`src/rtl/difftest_commit_buf_pkg.sv`:
```
// Shared constants and width helpers for the difftest commit buffer.
// The trap opcode and the difftest destination width are kept here so every file agrees on them.
package difftest_commit_buf_pkg;

  localparam logic [6:0] TRAP_OPCODE = 7'h6b;
  localparam int         DT_WDEST_W  = 8;
  localparam int         RF_WDEST_W  = 5;
  localparam int         TRAP_CODE_W = 8;

  function automatic int lane_width(input int xlen);
    return 1 + xlen + 32 + 1 + RF_WDEST_W + xlen;
  endfunction

  function automatic int entry_width(input int nch, input int xlen);
    return nch * lane_width(xlen) + 1 + TRAP_CODE_W + xlen;
  endfunction

endpackage

```
`src/rtl/difftest_commit_buf_commit_fifo.sv`:
```
// Generic DEPTH x W register FIFO with wrap-bit pointers.
// The read port shows the head entry and is forced to zero whenever the FIFO is empty.
module commit_fifo #(
  parameter int W     = 8,
  parameter int DEPTH = 4
) (
  input  logic                       clk,
  input  logic                       rst_n,
  input  logic                       push,
  input  logic                       pop,
  input  logic [W-1:0]               wdata,
  output logic [W-1:0]               rdata,
  output logic [$clog2(DEPTH):0]     level,
  output logic                       empty,
  output logic                       full
);

  localparam int AW = $clog2(DEPTH);

  logic [W-1:0] mem [DEPTH];
  logic [AW:0]  wr_ptr;
  logic [AW:0]  rd_ptr;

  assign level = wr_ptr - rd_ptr;
  assign empty = (wr_ptr == rd_ptr);
  assign full  = (level == (AW+1)'(DEPTH));
  assign rdata = empty ? '0 : mem[rd_ptr[AW-1:0]];

  // Storage has no reset: after reset the pointers make old contents unreachable.
  always_ff @(posedge clk) begin
    if (push) mem[wr_ptr[AW-1:0]] <= wdata;
  end

  always_ff @(posedge clk or negedge rst_n) begin
    if (!rst_n) begin
      wr_ptr <= '0;
      rd_ptr <= '0;
    end else begin
      if (push) wr_ptr <= wr_ptr + 1'b1;
      if (pop)  rd_ptr <= rd_ptr + 1'b1;
    end
  end

endmodule

```
`src/rtl/difftest_commit_buf.sv`:
```
// Commit recorder between writeback and difftest: packs commit bundles, buffers them,
// detects the trap instruction and keeps the cycle / retired-instruction counters.
module difftest_commit_buf
  import difftest_commit_buf_pkg::*;
#(
  parameter int XLEN  = 64,
  parameter int NCH   = 2,
  parameter int DEPTH = 4
) (
  input  logic                        clk,
  input  logic                        rst_n,
  input  logic                        in_valid,
  output logic                        in_ready,
  input  logic [NCH-1:0]              in_lane_valid,
  input  logic [NCH*XLEN-1:0]         in_pc,
  input  logic [NCH*32-1:0]           in_inst,
  input  logic [NCH-1:0]              in_wen,
  input  logic [NCH*RF_WDEST_W-1:0]   in_wdest,
  input  logic [NCH*XLEN-1:0]         in_wdata,
  input  logic [XLEN-1:0]             in_a0,
  output logic                        out_valid,
  input  logic                        out_ready,
  output logic [NCH-1:0]              out_lane_valid,
  output logic [NCH*XLEN-1:0]         out_pc,
  output logic [NCH*32-1:0]           out_inst,
  output logic [NCH-1:0]              out_wen,
  output logic [NCH*DT_WDEST_W-1:0]   out_wdest,
  output logic [NCH*XLEN-1:0]         out_wdata,
  output logic                        trap_valid,
  output logic [TRAP_CODE_W-1:0]      trap_code,
  output logic [XLEN-1:0]             trap_pc,
  output logic [63:0]                 cycle_cnt,
  output logic [63:0]                 instr_cnt,
  output logic                        overflow,
  output logic [$clog2(DEPTH):0]      level
);

  localparam int LW  = lane_width(XLEN);
  localparam int EW  = entry_width(NCH, XLEN);
  localparam int TAG = NCH * LW;

  // Lane field offsets, LSB first: wdata, wdest, wen, inst, pc, lane valid.
  localparam int O_WDEST = XLEN;
  localparam int O_WEN   = XLEN + RF_WDEST_W;
  localparam int O_INST  = O_WEN + 1;
  localparam int O_PC    = O_INST + 32;
  localparam int O_VLD   = O_PC + XLEN;

  logic          trap_seen;
  logic          trap_hit;
  logic          fifo_full;
  logic          fifo_empty;
  logic          push;
  logic          pop;
  logic          store;
  logic [EW-1:0] entry_in;
  logic [EW-1:0] entry_out;
  logic [63:0]   retire_n;

  assign in_ready  = !trap_seen && (!fifo_full || out_ready);
  assign out_valid = !fifo_empty;
  assign push      = in_valid && in_ready;
  assign pop       = out_valid && out_ready;
  // Bundles with no valid lane complete the handshake but occupy no entry.
  assign store     = push && (|in_lane_valid);

  // Lanes above the first trap lane are dropped entirely, payload included.
  always_comb begin
    entry_in = '0;
    trap_hit = 1'b0;
    for (int i = 0; i < NCH; i++) begin
      if (!trap_hit) begin
        entry_in[i*LW +: XLEN]              = in_wdata[i*XLEN +: XLEN];
        entry_in[i*LW+O_WDEST +: RF_WDEST_W] = in_wdest[i*RF_WDEST_W +: RF_WDEST_W];
        entry_in[i*LW+O_WEN]                = in_wen[i];
        entry_in[i*LW+O_INST +: 32]         = in_inst[i*32 +: 32];
        entry_in[i*LW+O_PC +: XLEN]         = in_pc[i*XLEN +: XLEN];
        entry_in[i*LW+O_VLD]                = in_lane_valid[i];
        if (in_lane_valid[i] && (in_inst[i*32 +: 7] == TRAP_OPCODE)) begin
          trap_hit                              = 1'b1;
          entry_in[TAG +: XLEN]                 = in_pc[i*XLEN +: XLEN];
          entry_in[TAG+XLEN +: TRAP_CODE_W]     = in_a0[TRAP_CODE_W-1:0];
          entry_in[TAG+XLEN+TRAP_CODE_W]        = 1'b1;
        end
      end
    end
  end

  commit_fifo #(
    .W     (EW),
    .DEPTH (DEPTH)
  ) u_fifo (
    .clk   (clk),
    .rst_n (rst_n),
    .push  (store),
    .pop   (pop),
    .wdata (entry_in),
    .rdata (entry_out),
    .level (level),
    .empty (fifo_empty),
    .full  (fifo_full)
  );

  for (genvar g = 0; g < NCH; g++) begin : g_lane
    assign out_wdata[g*XLEN +: XLEN]           = entry_out[g*LW +: XLEN];
    assign out_wdest[g*DT_WDEST_W +: DT_WDEST_W] =
      {{(DT_WDEST_W-RF_WDEST_W){1'b0}}, entry_out[g*LW+O_WDEST +: RF_WDEST_W]};
    assign out_wen[g]                          = entry_out[g*LW+O_WEN];
    assign out_inst[g*32 +: 32]                = entry_out[g*LW+O_INST +: 32];
    assign out_pc[g*XLEN +: XLEN]              = entry_out[g*LW+O_PC +: XLEN];
    assign out_lane_valid[g]                   = entry_out[g*LW+O_VLD];
  end

  always_comb begin
    retire_n = '0;
    for (int i = 0; i < NCH; i++) begin
      retire_n = retire_n + {63'd0, out_lane_valid[i]};
    end
  end

  always_ff @(posedge clk or negedge rst_n) begin
    if (!rst_n) begin
      trap_seen  <= 1'b0;
      trap_valid <= 1'b0;
      trap_code  <= '0;
      trap_pc    <= '0;
      cycle_cnt  <= '0;
      instr_cnt  <= '0;
      overflow   <= 1'b0;
    end else begin
      if (push && trap_hit) trap_seen <= 1'b1;
      if (pop && entry_out[TAG+XLEN+TRAP_CODE_W]) begin
        trap_valid <= 1'b1;
        trap_code  <= entry_out[TAG+XLEN +: TRAP_CODE_W];
        trap_pc    <= entry_out[TAG +: XLEN];
      end
      if (pop) instr_cnt <= instr_cnt + retire_n;
      // The trap-pop cycle still counts; the counter freezes from the next cycle on.
      if (!trap_valid) cycle_cnt <= cycle_cnt + 64'd1;
      if (in_valid && !in_ready && !trap_seen) overflow <= 1'b1;
    end
  end

endmodule

```
`config.mk`:
```
export PLATFORM = sky130hd
export DESIGN_NAME = difftest_commit_buf
export DESIGN_NICKNAME = d
export VERILOG_FILES = /design/src/rtl/difftest_commit_buf_pkg.sv /design/src/rtl/difftest_commit_buf_commit_fifo.sv /design/src/rtl/difftest_commit_buf.sv
export SDC_FILE = /design/constraint.sdc
export NUM_CORES = 2
export LEC_CHECK = 0
export CAP_MARGIN = 20
export CORE_MARGIN = 2
export CORE_UTILIZATION = 40
export CTS_BUF_LIST = sky130_fd_sc_hd__clkbuf_2
export DETAILED_ROUTE_END_ITERATION = 8
export GPL_TIMING_DRIVEN = 0
export PLACE_DENSITY = 0.73
export REMOVE_ABC_BUFFERS = 1
export SYNTH_ARGS = -nofsm -noshare
export SYNTH_HDL_FRONTEND = slang
export SYNTH_SLANG_ARGS = --single-unit
```
`constraint.sdc`:
```
create_clock -name clk -period 19.6 [get_ports clk]
set_input_delay 3.92 -clock clk [delete_from_list [all_inputs] [get_ports clk]]
set_output_delay 3.92 -clock clk [all_outputs]
set_load 0.01 [all_outputs]
```
# Word-level counts from Yosys, hierarchy flattened

Memories as Yosys holds them, arrays and structs flattened.
Index checks and enable logic that the tools add are counted.

Register bits: 209
Memory bits (writable): 1628
Output and inout bits: 547
Logic and storage cells: 45
Memories: 1

Memory list:

| name       | depth | bits a word | read ports | clocked after Yosys merged registers in | wr ports | RTL line                              | RTL |
|---|---|---|---|---|---|---|---|
| u_fifo.mem | 4     | 407         | 1          | 0                                       | 1        | difftest_commit_buf_commit_fifo.sv:20 | `logic [W-1:0] mem [DEPTH];` |

$add $sub $neg: 6
Equal/unequal tests: 4
Multiplexer cells: 9
Reduce and logical (&&, ||, !) cells: 16

Operator list:

| cell                    | number |
|---|---|
| $mux W407               | 1 |
| $mux W240               | 1 |
| $mux W73                | 2 |
| $add A64 B1 Y64 const B | 1 |
| $add A64 B2 Y64         | 1 |
| $eq A7 B7 Y1 const B    | 2 |
| $logic_and A1 B1 Y1     | 10 |
| $add A3 B1 Y3 const B   | 2 |
| $mux W1                 | 5 |
| $logic_not A1 Y1        | 4 |
| $eq A3 B3 Y1            | 1 |
| $eq A3 B3 Y1 const B    | 1 |
| $sub A3 B3 Y3           | 1 |
| $add A1 B1 Y2           | 1 |
| $reduce_or A2 Y1        | 1 |
| $logic_or A1 B1 Y1      | 1 |

# Longest topological paths before layout

Depth after elaboration: 9
Gate-level depth with buffers: 18
Depth with buffers taken out: 13

# By module

A second synthesis with hierarchy kept.

Cell total of the unflattened synthesis: 3805
Area, all modules: 73221.5 sq um

By module, submodules not included:

| module              | instances | cells an instance | area each (sq um) | seq. area each (sq um) |
|---|---|---|---|---|
| commit_fifo         | 1         | 2660              | 62467.4           | 49037.0 |
| difftest_commit_buf | 1         | 1145              | 10754.1           | 5079.9 |

# Least setup slack after synthesis

OpenSTA, ideal clock, no wires.

Path type: input port to flip-flop
Start: input out_ready
End: memory u_fifo.mem[3][0] (netlist name), enable pin
Arrival time: 13.860 ns
Setup slack: 4.914 ns
Stages on the path: 4
Buffers on the path: 1
Cells stage by stage: clkbuf_1 -> nand4b_1 -> o2111a_1 -> and2_1

Cells in the longest elaborated chain, start to end: 6

Ends and longest elaborated chain:

| element                       | RTL line                              | RTL |
|---|---|---|
| start: declaration            | difftest_commit_buf.sv:22             | `input logic out_ready,` |
| $logic_or A1 B1 Y1            | difftest_commit_buf.sv:60             | `assign in_ready = !trap_seen && (!fifo_full \|\| out_ready);` |
| $logic_and A1 B1 Y1           | difftest_commit_buf.sv:60             |  |
| $logic_and A1 B1 Y1           | difftest_commit_buf.sv:62             | `assign push = in_valid && in_ready;` |
| $logic_and A1 B1 Y1           | difftest_commit_buf.sv:65             | `assign store = push && (\|in_lane_valid);` |
| $mux W1                       | difftest_commit_buf_commit_fifo.sv:31 | `if (push) mem[wr_ptr[AW-1:0]] <= wdata;` |
| $mux W1 (not written as such) | difftest_commit_buf_commit_fifo.sv:31 |  |
| end: declaration              | difftest_commit_buf_commit_fifo.sv:20 |  |

No other way between the ends.

# Final worst setup path

Start: input out_ready
End: output in_ready

Cells in the longest elaborated chain, start to end: 2

Ends and longest elaborated chain:

| element             | RTL line                  | RTL |
|---|---|---|
| $logic_or A1 B1 Y1  | difftest_commit_buf.sv:60 |  |
| $logic_and A1 B1 Y1 | difftest_commit_buf.sv:60 |  |
| end: declaration    | difftest_commit_buf.sv:13 | `output logic in_ready,` |

No other way between the ends.

==> impl_metrics.ini <==
[yosys]
syn_inst = 4011
yosysWarnings = 0
yosysTopAreaCell = edfxtp_1
netlist_top_cells_area = edfxtp_1, mux4_2, dfrtp_1
yosysMostFrequentCell = edfxtp_1
yosysTopAreaCellShare_pct = 65.6
synth.avg_cell_area_um2 = 18.6
synth-main-ff-cell = edfxtp_1
ys_top_cells_by_count = edfxtp_1, and2_1, mux4_2, buf_4, dfrtp_1
post_synth_num_cell_types = 53
ys_seq_elements = 1837
async_flop_share_pct = 11.4
synth_edf_count = 1628
synth_area_mm2 = 0.0745
seq_area_frac_synth_pct = 72.6

[run_status]
status = finished, final reports clean

[timing]
fin_crit_sh_pct = 48.7
setup_violations = 0
min_period_ns = 9.55
relSlewSlack_pct = 22.7
finalMaxSlewViolations = 0
clock_skew_ns = 0.204
final.setup.tns_ns = 0
max_freq_mhz = 105
worst_slew_pin_slew_ns = 1.16
worst_slack_ns = 10.05
rsz0062_at_grt = no
finalHoldViolCount = 0

[worst_setup_path]
start_kind = primary input
r2r_end = u_fifo.mem[1][189]$_DFFE_PP_
crit_buf_inv = 2
cp_top_family = buffers and inverters
path_cells = clkdlybuf4s50_1 -> nor4b_1 -> nor2_1 -> clkdlybuf4s50_1
cp.required_ns = 15.68
cp-end-kind = primary output
cpPeakStageDelay_ns = 0.64
arrival_ns = 5.63
r2r_cells = 12
reg2reg_slack_ns = 14.93
cpMaxStageDelayCell = clkdlybuf4s50_1
rr_startpoint = u_fifo.rd_ptr[0]$_DFFE_PN0P_
crit_fanout = 8
worstSetupPathType = in2out
cp_common_cell = clkdlybuf4s50_1

[clock_network]
clk_path_buf_depth = 4
cts_resized = 0
cts_setup_buffers = 0
ctsHoldBuffers = 0
cts_sinks = 1837
clkSlewWorstSetupHoldPaths_ns = 0.10
tritoncts = built
ctsRootBufferMaster = clkbuf_2
insertion_delay_ns = 1.86
cts_max_level = 5
cts_inserted_buffers = 473

[global_route]
grt_pass1_vias = 41248
antenna_found_initial = 35
grt-ovfl-total = 0
gr-usage-all-layers_pct = 18.7
grt_pass1_wl_um = 266000
grt_max_degree = 81

[placement]
dpl.hpwl_um = 117000
place_ws_ns = 10.08
io_buffers = 886
dpl-instance-area_mm2 = 0.0852
gp_congestion = 0.816

[detailed_routing]
vias = 39502
drt-initial-drc-count = 2255
post-route-drc-count = 0
dr.pass1.iters = 5
ant_nets = 0
routedWlPerCell_um = 23.0
viasPerCell = 5.06
drt_wl_total_um = 180000

[worst_hold_path]
hold_start = cycle_cnt[63]$_DFFE_PN0N_
hold_end = cycle_cnt[63]$_DFFE_PN0N_
holdPathStages = 1
hold_path_class = reg2reg

[pwr]
p_per_area_mw_per_mm2 = 115
irDropWorstVdd_mv = 0.102
power.total_uw = 10300
p_leak_uw = 0.0299

[final_layout]
fillers = 15521
area_growth_pct = 20.1
drive_gt1_share_pct = 25.4
postLayoutCellArea_mm2 = 0.0895
final_nets = 5353
multi_input_area_mm2 = 0.0168
utilization_pct = 48.3
regArea_mm2 = 0.0541

[die]
die_h_um = 436
rows = 158
start_util_pct = 40.2
core-area_mm2 = 0.185
die_w_um = 436
die-area_mm2 = 0.190
ioPinCount = 949

[run]
maxCapViolCount = 0
## area by class of cell
type / count / area share [%]
timing repair buffer: 968 / 12.1
clock inverter: 141 / 0.847
sequential: 1837 / 60.4
multi-input combinational: 1565 / 18.8
antenna: 33 / 0.0922
clock buffer: 691 / 3.86
inverter: 95 / 0.398
tap: 2480 / 3.47
## kinds of logic after synthesis
| group | synth area share (%) |
|---|---|
| DFF | 72.6 |
| buffers and inverters | 4.90 |
| muxes | 13.4 |
| other | 0.00503 |
| AOI/OAI and AO/OA | 0.547 |
| and+or+nand+nor | 6.73 |
| adders and majority gates | 0.205 |
| xor gates and xnor gates | 1.57 |
## power breakdown
| group | switching (uW) | internal (uW) | leakage, uW |
|---|---|---|---|
| Clock | 1530 | 1030 | 0.00323 |
| Sequential | 37.6 | 4260 | 0.0165 |
| Combinational | 1570 | 1850 | 0.0102 |
## metal layers
layer  share of wire, %  GRT usage (%)  vias up
li1                   -              -    17202
met1                 37           21.7    20414
met2                 52           31.4     1509
met3                7.2           5.49      363
met4                4.1           9.83       14
met5              0.054              0        -
## registers in the layout (all words and copies together), names as in the netlist
signal,count
trap_code,8
trap_pc,64
trap_seen,1
trap_valid,1
instr_cnt,64
overflow,1
u_fifo.rd_ptr,3
cycle_cnt,64
u_fifo.wr_ptr,3
u_fifo.mem,1628
## cells in the final DEF (no fill, tap or decap), drive strengths merged, types with 2 or more instances in the layout
master	Yosys	routed
a21oi	67	67
and2	443	443
and3	13	13
and4	2	2
buf	401	83
bufinv	0	7
clkbuf	118	691
clkdlybuf4s50	0	885
clkinv	0	126
clkinvlp	0	4
conb	1	6
dfrtp	209	209
diode	0	33
edfxtp	1628	1628
fa	2	2
ha	9	9
inv	95	99
mux2	77	77
mux2i	2	2
mux4	405	405
nand2	187	187
nand2b	3	3
nand3	45	45
nand4	35	35
nand4b	6	6
nor2	41	41
nor2b	8	8
nor3	32	32
nor4	35	35
nor4b	3	3
o211ai	2	2
o21ai	3	3
or2	3	3
xnor2	60	60
xor2	70	70
## how the worst max path moves through the flow
stage / startpoint / end / slack, ns / cells past startpoint
floorplan: u_fifo.rd_ptr[0]$_DFFE_PN0P_ / u_fifo.mem[3][0]$_DFFE_PP_ / -7.49 / 6
global placement: in_inst[1] / u_fifo.mem[0][336]$_DFFE_PP_ / -34.75 / 5
detailed placement: out_ready / in_ready / 10.08 / 4
CTS: u_fifo.rd_ptr[0]$_DFFE_PN0P_ / out_pc[7] / 9.80 / 8
global route: u_fifo.rd_ptr[0]$_DFFE_PN0P_ / out_wdata[10] / 9.71 / 8
finish: out_ready / in_ready / 10.05 / 4
## through the flow
stage	instances	hold WS, ns
2_1_floorplan	3497	0.466
3_3_place_gp	6863	0.457
3_5_place_dp	6945	0.460
4_1_cts	7777	0.476
5_1_grt	7809	0.497
6_report	7810	0.471
Note: power is estimated with default switching activity, not from simulation.
